==> src/rtl/decode_stage.sv <==
// Registered MIPS32-subset instruction decode stage feeding the ID/EX pipeline register.
// Define LOAD_STORE_EN to add lw/sw decode and the one-cycle load-use interlock.
module decode_stage #(
    parameter int unsigned DATA_W  = 32,
    parameter int unsigned REG_AW  = 5,
    parameter int unsigned ALUOP_W = 3
) (
    input  logic               clk,
    input  logic               rst,
    input  logic               id_valid,
    input  logic [DATA_W-1:0]  id_instr,
    input  logic               stall_in,
    input  logic               flush_in,
    output logic [REG_AW-1:0]  raddr1,
    output logic [REG_AW-1:0]  raddr2,
    output logic               id_stall_req,
    output logic               ex_valid,
    output logic [1:0]         ex_instr_type,
    output logic [ALUOP_W-1:0] ex_aluop,
    output logic [DATA_W-1:0]  ex_ext_imm,
    output logic [REG_AW-1:0]  ex_raddr1,
    output logic [REG_AW-1:0]  ex_raddr2,
    output logic [REG_AW-1:0]  ex_waddr,
    output logic               ex_reg_wr,
    output logic               ex_mem_wr,
    output logic               ex_mem_rd,
    output logic               ex_illegal
);

    localparam logic [ALUOP_W-1:0] ALU_OR  = ALUOP_W'(0);
    localparam logic [ALUOP_W-1:0] ALU_AND = ALUOP_W'(1);
    localparam logic [ALUOP_W-1:0] ALU_XOR = ALUOP_W'(2);
    localparam logic [ALUOP_W-1:0] ALU_NOR = ALUOP_W'(3);
    localparam logic [ALUOP_W-1:0] ALU_ADD = ALUOP_W'(4);
    localparam logic [ALUOP_W-1:0] ALU_LUI = ALUOP_W'(5);

    localparam logic [1:0] TYPE_R = 2'b00;
    localparam logic [1:0] TYPE_I = 2'b01;

    typedef struct packed {
        logic               valid;
        logic [1:0]         itype;
        logic [ALUOP_W-1:0] aluop;
        logic [DATA_W-1:0]  ext_imm;
        logic [REG_AW-1:0]  raddr1;
        logic [REG_AW-1:0]  raddr2;
        logic [REG_AW-1:0]  waddr;
        logic               reg_wr;
        logic               mem_wr;
        logic               mem_rd;
        logic               illegal;
    } idex_t;

    logic [5:0]        op;
    logic [5:0]        funct;
    logic [15:0]       imm;
    logic [REG_AW-1:0] rs;
    logic [REG_AW-1:0] rt;
    logic [REG_AW-1:0] rd;
    logic              unused_shamt;

    idex_t dec;
    idex_t launch;
    idex_t ex_q;

    assign op           = id_instr[31:26];
    assign funct        = id_instr[5:0];
    assign imm          = id_instr[15:0];
    assign rs           = REG_AW'(id_instr[25:21]);
    assign rt           = REG_AW'(id_instr[20:16]);
    assign rd           = REG_AW'(id_instr[15:11]);
    assign unused_shamt = ^id_instr[10:6];

    // Field decode; unrecognised encodings collapse to an illegal marker with everything else zero.
    always_comb begin
        dec       = '0;
        dec.valid = id_valid;
        unique case (op)
            6'h00: begin
                dec.itype  = TYPE_R;
                dec.raddr1 = rs;
                dec.raddr2 = rt;
                dec.waddr  = rd;
                dec.reg_wr = 1'b1;
                case (funct)
                    6'h25:   dec.aluop = ALU_OR;
                    6'h24:   dec.aluop = ALU_AND;
                    6'h26:   dec.aluop = ALU_XOR;
                    6'h27:   dec.aluop = ALU_NOR;
                    6'h21:   dec.aluop = ALU_ADD;
                    default: dec.illegal = 1'b1;
                endcase
            end
            6'h0D, 6'h0C, 6'h0E, 6'h09: begin
                dec.itype  = TYPE_I;
                dec.raddr1 = rs;
                dec.waddr  = rt;
                dec.reg_wr = 1'b1;
                dec.ext_imm = DATA_W'(imm);
                case (op)
                    6'h0C:   dec.aluop = ALU_AND;
                    6'h0E:   dec.aluop = ALU_XOR;
                    6'h09: begin
                        dec.aluop   = ALU_ADD;
                        dec.ext_imm = DATA_W'($signed(imm));
                    end
                    default: dec.aluop = ALU_OR;
                endcase
            end
            6'h0F: begin
                dec.itype   = TYPE_I;
                dec.aluop   = ALU_LUI;
                dec.ext_imm = DATA_W'({imm, 16'h0000});
                dec.waddr   = rt;
                dec.reg_wr  = 1'b1;
            end
`ifdef LOAD_STORE_EN
            6'h23: begin
                dec.itype   = TYPE_I;
                dec.aluop   = ALU_ADD;
                dec.ext_imm = DATA_W'($signed(imm));
                dec.raddr1  = rs;
                dec.waddr   = rt;
                dec.reg_wr  = 1'b1;
                dec.mem_rd  = 1'b1;
            end
            6'h2B: begin
                dec.itype   = TYPE_I;
                dec.aluop   = ALU_ADD;
                dec.ext_imm = DATA_W'($signed(imm));
                dec.raddr1  = rs;
                dec.raddr2  = rt;
                dec.mem_wr  = 1'b1;
            end
`endif
            default: dec.illegal = 1'b1;
        endcase
        if (dec.waddr == '0) begin
            dec.reg_wr = 1'b0;
        end
        if (dec.illegal) begin
            dec         = '0;
            dec.valid   = id_valid;
            dec.illegal = 1'b1;
        end
    end

    assign raddr1 = dec.raddr1;
    assign raddr2 = dec.raddr2;
    assign launch = id_valid ? dec : '0;

`ifdef LOAD_STORE_EN
    // Load-use: the instruction in EX is a load whose destination this instruction reads.
    assign id_stall_req = ~rst & id_valid & ex_q.valid & ex_q.mem_rd & (ex_q.waddr != '0)
                        & ((ex_q.waddr == dec.raddr1) | (ex_q.waddr == dec.raddr2));
`else
    assign id_stall_req = 1'b0;
`endif

    // ID/EX register: reset > flush bubble > downstream hold > interlock bubble > load.
    always_ff @(posedge clk) begin
        if (rst) begin
            ex_q <= '0;
        end else if (flush_in) begin
            ex_q <= '0;
        end else if (stall_in) begin
            ex_q <= ex_q;
        end else if (id_stall_req) begin
            ex_q <= '0;
        end else begin
            ex_q <= launch;
        end
    end

    assign ex_valid      = ex_q.valid;
    assign ex_instr_type = ex_q.itype;
    assign ex_aluop      = ex_q.aluop;
    assign ex_ext_imm    = ex_q.ext_imm;
    assign ex_raddr1     = ex_q.raddr1;
    assign ex_raddr2     = ex_q.raddr2;
    assign ex_waddr      = ex_q.waddr;
    assign ex_reg_wr     = ex_q.reg_wr;
    assign ex_mem_wr     = ex_q.mem_wr;
    assign ex_mem_rd     = ex_q.mem_rd;
    assign ex_illegal    = ex_q.illegal;

endmodule

==> config.mk <==
export PLATFORM = sky130hd
export DESIGN_NAME = decode_stage
export DESIGN_NICKNAME = d
export VERILOG_FILES = /design/src/rtl/decode_stage.sv
export SDC_FILE = /design/constraint.sdc
export NUM_CORES = 1
export LEC_CHECK = 0
export CORE_MARGIN = 5
export CORE_UTILIZATION = 30
export DETAILED_ROUTE_END_ITERATION = 10
export PLACE_DENSITY = 0.59
export SLEW_MARGIN = 20
export SYNTH_ARGS = -nofsm -noshare
export SYNTH_HDL_FRONTEND = slang
export SYNTH_SLANG_ARGS = --single-unit
==> constraint.sdc <==
create_clock -name clk -period 1.3 [get_ports clk]
set_input_delay 0.195 -clock clk [delete_from_list [all_inputs] [get_ports clk]]
set_output_delay 0.195 -clock clk [all_outputs]
set_load 0.02 [all_outputs]
# Yosys cells after proc, flatten, opt, wreduce, memory -nomap -nowiden
# Cells that the tools add are included.
word_totals:
  reg_bits: 57
  input_bits: 37
  output_inout_bits: 68
  word_cells: 41
op_classes:
  eq_ne: 10
  muxes: 13
  n_reduce_logical: 7
ops:
  columns: ["cell", "n"]
  rows:
  - ["case mux 32 bit (2 select lines)", 1]
  - ["2-to-1 mux 57 bit", 1]
  - ["2-to-1 mux 56 bit", 1]
  - ["2-to-1 mux 32 bit", 1]
  - ["== test 6 x 4 -> 1 bit, second input constant", 5]
  - ["== test 6 bit, second input constant", 5]
  - ["OR reduction 5 bit", 3]
  - ["case mux 3 bit (4 select lines)", 1]
  - ["case mux 4 bit (3 select lines)", 1]
  - ["case mux 6 bit (2 select lines)", 1]
  - ["2-to-1 mux 5 bit", 2]
  - ["case mux 3 bit (3 select lines)", 1]
  - ["logical NOT 6 bit", 1]
  - ["logical NOT 5 bit", 1]
  - ["OR reduction 4 bit", 1]
  - ["2-to-1 mux 1 bit", 2]
  - ["case mux 1 bit (2 select lines)", 1]
  - ["OR reduction 2 bit", 1]

# Logic depth before layout (Yosys ltp)
depth:
  depth_word: 7
  ltp_mapped: 6
  depth_no_buf: 4

# Least setup slack after synthesis
# Ideal clock, no wire load.
synth_timing:
  kind: "input -> register"
  startpoint: "in id_instr[28]"
  endpoint: "reg ex_q, in the netlist ex_ext_imm[0]"
  setup_time_ns: 0.059
  arrival_time_ns: 1.386
  required_time_ns: 1.241
  setup_slack_ns: -0.145
  stages: 6
  path_buffers: 2
  path_cell_list: "buf_6 > nor4_4 > o2111ai_2 > a211oi_4 > buf_6 > a22o_1"
synth_between:
  elab_chain_len: 5
  elab_cells_between_ends: 12
  cone_classes: "eq/ne (5); mux (4); reduce/logical (3)"
synth_lines:
  columns: ["item", "line_no", "text"]
  rows:
  - ["start: declaration", "11", "input logic [DATA_W-1:0] id_instr,"]
  - ["== test 6 x 4 -> 1 bit", "78", "unique case (op)"]
  - ["OR reduction 5 bit (no source line) / OR reduction 4 bit (equally long branches)", null, null]
  - ["case mux 1 bit (2 select lines) / case mux 32 bit (2 select lines) (equally long branches)", "78", null]
  - ["2-to-1 mux 56 bit (*)", "141", "if (dec.illegal) begin"]
  - ["2-to-1 mux 57 bit (*)", "150", "assign launch = id_valid ? dec : '0;"]
  - ["end signal: assignment", "167", "ex_q <= ex_q;"]
  - ["end signal: assignment", "171", "ex_q <= launch;"]
  - ["end: declaration", "64", "idex_t ex_q;"]
# Mark *: on every way between the ends. The rest lies on a longest branch, timed or not.
# A chain may end at the register's enable or synchronous reset.

# Worst setup path in the final report
layout_timing:
  startpoint: "in id_instr[3]"
  endpoint: "out raddr2[2]"
layout_between:
  elab_chain_len: 5
  elab_cells_between_ends: 9
  cone_classes: "eq/ne (5); mux (3); reduce/logical (1)"
layout_lines:
  columns: ["item", "line_no", "text"]
  rows:
  - ["== test 6 bit", "85", "case (funct)"]
  - ["OR reduction 5 bit (no source line) (*)", null, null]
  - ["2-to-1 mux 1 bit (*)", "85", null]
  - ["case mux 1 bit (2 select lines) (*)", "78", null]
  - ["2-to-1 mux 56 bit (*)", "141", null]
  - ["end: declaration", "15", "output logic [REG_AW-1:0] raddr2,"]
# Marks and branches as above.

==> run_results.csv <==
group,metric,value,unit
sta,finalHoldViolCount,0,
worst_setup_path,worstSetupEndpoint,"raddr2[2]",
route,vias_per_cell,4.86,
sta,holdWs,0.102,ns
sta,fin_crit_sh,1.12,
status,status,"complete, but fails checks",
worst_setup_path,reg2regPathDepth,1,
synthesis,synth_top_area_cell,"dfxtp_1",
worst_setup_path,crit_slowest_cell,"o2111a_2",
synthesis,netlist_top_cells_area,"dfxtp_1 46%, a22o_1 7.5%, nand2_1 6.0%",
route,routed_wl,8350,um
placed_design,place_area,3710,um^2
cells_and_area,area_growth,75.0,%
worst_setup_path,regToRegEndpoint,"ex_illegal$_SDFFE_PP0N_",
global_routing,busiest_layer,"met2",
worst_setup_path,critPathArrivalTime,1.26,ns
worst_setup_path,worstSetupPathType,"in2out",
route,vias,2485,
global_routing,grt_antenna_before_repair,0,
worst_setup_path,cp_max_fo,4,
power,power_density,775,nW/um^2
cts,ctsHoldBuffers,0,
synthesis,syn_avg_cell_area,8.91,um^2
synthesis,yosysSeqAreaShare,0.465,
die,start_util,0.304,
route,ant_nets,0,
cells_and_area,nFillCells,745,
route,drc_errors,0,
sta,slew_viol_final,0,
global_routing,grt_overflow_total,0,
cells_and_area,layout_commonest_cell,"dlygate4sd2_1",
die,rows,32,
global_routing,grtUsageTotal,0.161,
route,routedWlPerCell,16.3,um
die,core_area,7650,um^2
cts,cts_buffer_depth,2,
sta,fin_skew,0,ns
synthesis,synth.distinct_cells,41,
placed_design,dp_hpwl,5630,um
sta,fin_crit,1.45,ns
power,leakagePower,1.86,nW
power,peakVddDrop,0.454,mV
run,maxCapViolations,0,
cts,clk_pin_slew_worst_paths,0.10,ns
status,violations,"negative setup slack",
worst_setup_path,crit_top_cell,"buf_6",
cells_and_area,antenna_cells,0,
synthesis,synth-async-reset-ratio,0,
synthesis,synth_top_area_frac,0.465,
synthesis,syn-cell-area,2330,um^2
worst_setup_path,regToRegStartpoint,"ex_illegal$_SDFFE_PP0N_",
synthesis,ys_ff_latch,54,
sta,finalWorstSetupSlack,-0.154,ns
worst_setup_path,end_kind,"output port",
cts,htreeDepth,2,
sta,max_freq,688,MHz
worst_setup_path,cp-start-kind,"primary input",
worst_setup_path,cp_data_required_time,1.11,ns
synthesis,synth-edff-count,0,
placed_design,place_congestion,0.835,
worst_setup_path,cpPeakStageDelay,0.24,ns
global_routing,grt_pass1_wl,12700,um
global_routing,first_global_vias,2480,
worst_setup_path,cp_cell_sequence,"buf_8 -> nor3b_4 -> buf_4 -> o2111a_2 -> buf_6 -> and2_4 -> buf_6",
die,chipWidth,98.1,um
worst_setup_path,crit_family,"buffers and inverters",
global_routing,grt_max_degree,23,
cells_and_area,mostFrequentLayoutCells,"57 x dlygate4sd2_1, 54 x dfxtp_1, 41 x buf_4",
worst_setup_path,critical_path_depth,7,
cells_and_area,seq_area,1080,um^2
cts,clkLatencyLatePin,0.31,ns
cells_and_area,num-nets-final,445,
worst_setup_path,crit_start,"id_instr[3]",
cells_and_area,multi_input_area,1300,um^2
die,die_h,98.1,um
route,drt_pass1_iterations,4,
cells_and_area,fin_area,4070,um^2
cells_and_area,drive_above_1_share,0.306,
die,pin_count,105,
die,dieArea,9610,um^2
synthesis,synth_cells,261,
worst_setup_path,critPathBufInv,4,
global_routing,grt_util_met2,0.263,
cts,clock-sinks,54,
sta,rsz0062_at_grt,"true",
global_routing,met3_usage,0.0343,
sta,setup_viol_count_final,25,
cts,cts_tree,"built",
hold_path,hold_class,"in2reg",
worst_setup_path,r2r_setup_slack,0.66,ns
cells_and_area,final_util,0.532,
global_routing,use_met1,0.215,
power,power,3.16,mW
synthesis,yosys_warnings,0,
route,drtIter0Drc,79,
synthesis,synth_ff_type,"dfxtp_1",
placed_design,portBuffers,100,
cts,numCtsBuffers,5,
cts,root_buffer,"clkbuf_8",
## area by class of cell
type / instances / share of cell area
Clock buffer: 7 / 0.0237
Clock inverter: 1 / 0.00215
Inverter: 1 / 0.000922
Multi-Input combinational cell: 189 / 0.320
Sequential cell: 54 / 0.266
Timing Repair Buffer: 157 / 0.357
Tap cell: 102 / 0.0313
## how the worst min path moves through the flow
stage                                      end  cells after the start                      from  slack (ns)
floorplan           ex_ext_imm[3]$_SDFFE_PP0N_                      1               id_instr[3]        0.32
global placement      ex_aluop[2]$_SDFFE_PP0N_                      2  ex_aluop[2]$_SDFFE_PP0N_        0.45
detailed placement    ex_aluop[1]$_SDFFE_PP0N_                      2  ex_aluop[1]$_SDFFE_PP0N_        0.45
CTS                 ex_ext_imm[4]$_SDFFE_PP0N_                      2               id_instr[4]         0.1
global route        ex_ext_imm[4]$_SDFFE_PP0N_                      2               id_instr[4]        0.10
finish              ex_ext_imm[4]$_SDFFE_PP0N_                      2               id_instr[4]        0.10
## power breakdown
group / total [mW] / internal (mW) / switching, mW / leakage, nW
logic: 0.435 / 0.223 / 0.212 / 1.37
clock network: 1.06 / 0.490 / 0.573 / 0.0544
registers: 1.66 / 1.66 / 0.00166 / 0.435
total: 3.16 / 2.37 / 0.786 / 1.86
## through the flow
step	TNS [ns]	cells	worst slack [ns]
finish	-2.68	511	-0.154
global route	-4.06	511	-0.210
CTS	-2.00	508	-0.167
detailed placement	-47.05	488	-1.11
global placement	-45.81	488	-1.09
floorplan	-1.15	264	-0.115
## layer usage
layer	wire (um)	up-vias
li1	-	1226
met1	3870	1189
met2	4000	64
met3	390	6
met4	95	0
met5	0	-
## registers in the layout, indices dropped and copies added (netlist names)
signal         cells
ex_ext_imm        32
ex_raddr1          5
ex_raddr2          5
ex_waddr           5
ex_aluop           3
ex_illegal         1
ex_instr_type      1
ex_reg_wr          1
ex_valid           1
## synth_stat cells, types with 2 or more instances
| library cell | count |
|---|---|
| nor2_1 | 5 |
| nor3_1 | 2 |
| nand4b_1 | 5 |
| and2_1 | 12 |
| o21ai_1 | 3 |
| nor2b_1 | 5 |
| clkbuf_1 | 13 |
| dfxtp_1 | 54 |
| buf_4 | 4 |
| a31oi_1 | 2 |
| buf_6 | 2 |
| a22o_1 | 20 |
| and3_1 | 17 |
| o21ai_0 | 26 |
| a22oi_1 | 6 |
| xnor2_1 | 2 |
| nand2_1 | 37 |
| a21oi_1 | 23 |
## cells by family after synthesis
group	share of synthesized area
flip-flops	0.465
AO/OA/AOI/OAI	0.247
AND/OR/NAND/NOR	0.228
XOR/XNOR	0.00753
other	0.00161
buffers and inverters	0.0511
## what timing repair did
item,in CTS,in global routing
buffers inserted,11,1
gates cloned,1,3
endpoints found under the setup margin,115,59
gates resized for setup,217,31
pin swaps,21,11
No activity file was read; power rests on OpenSTA's default activity.
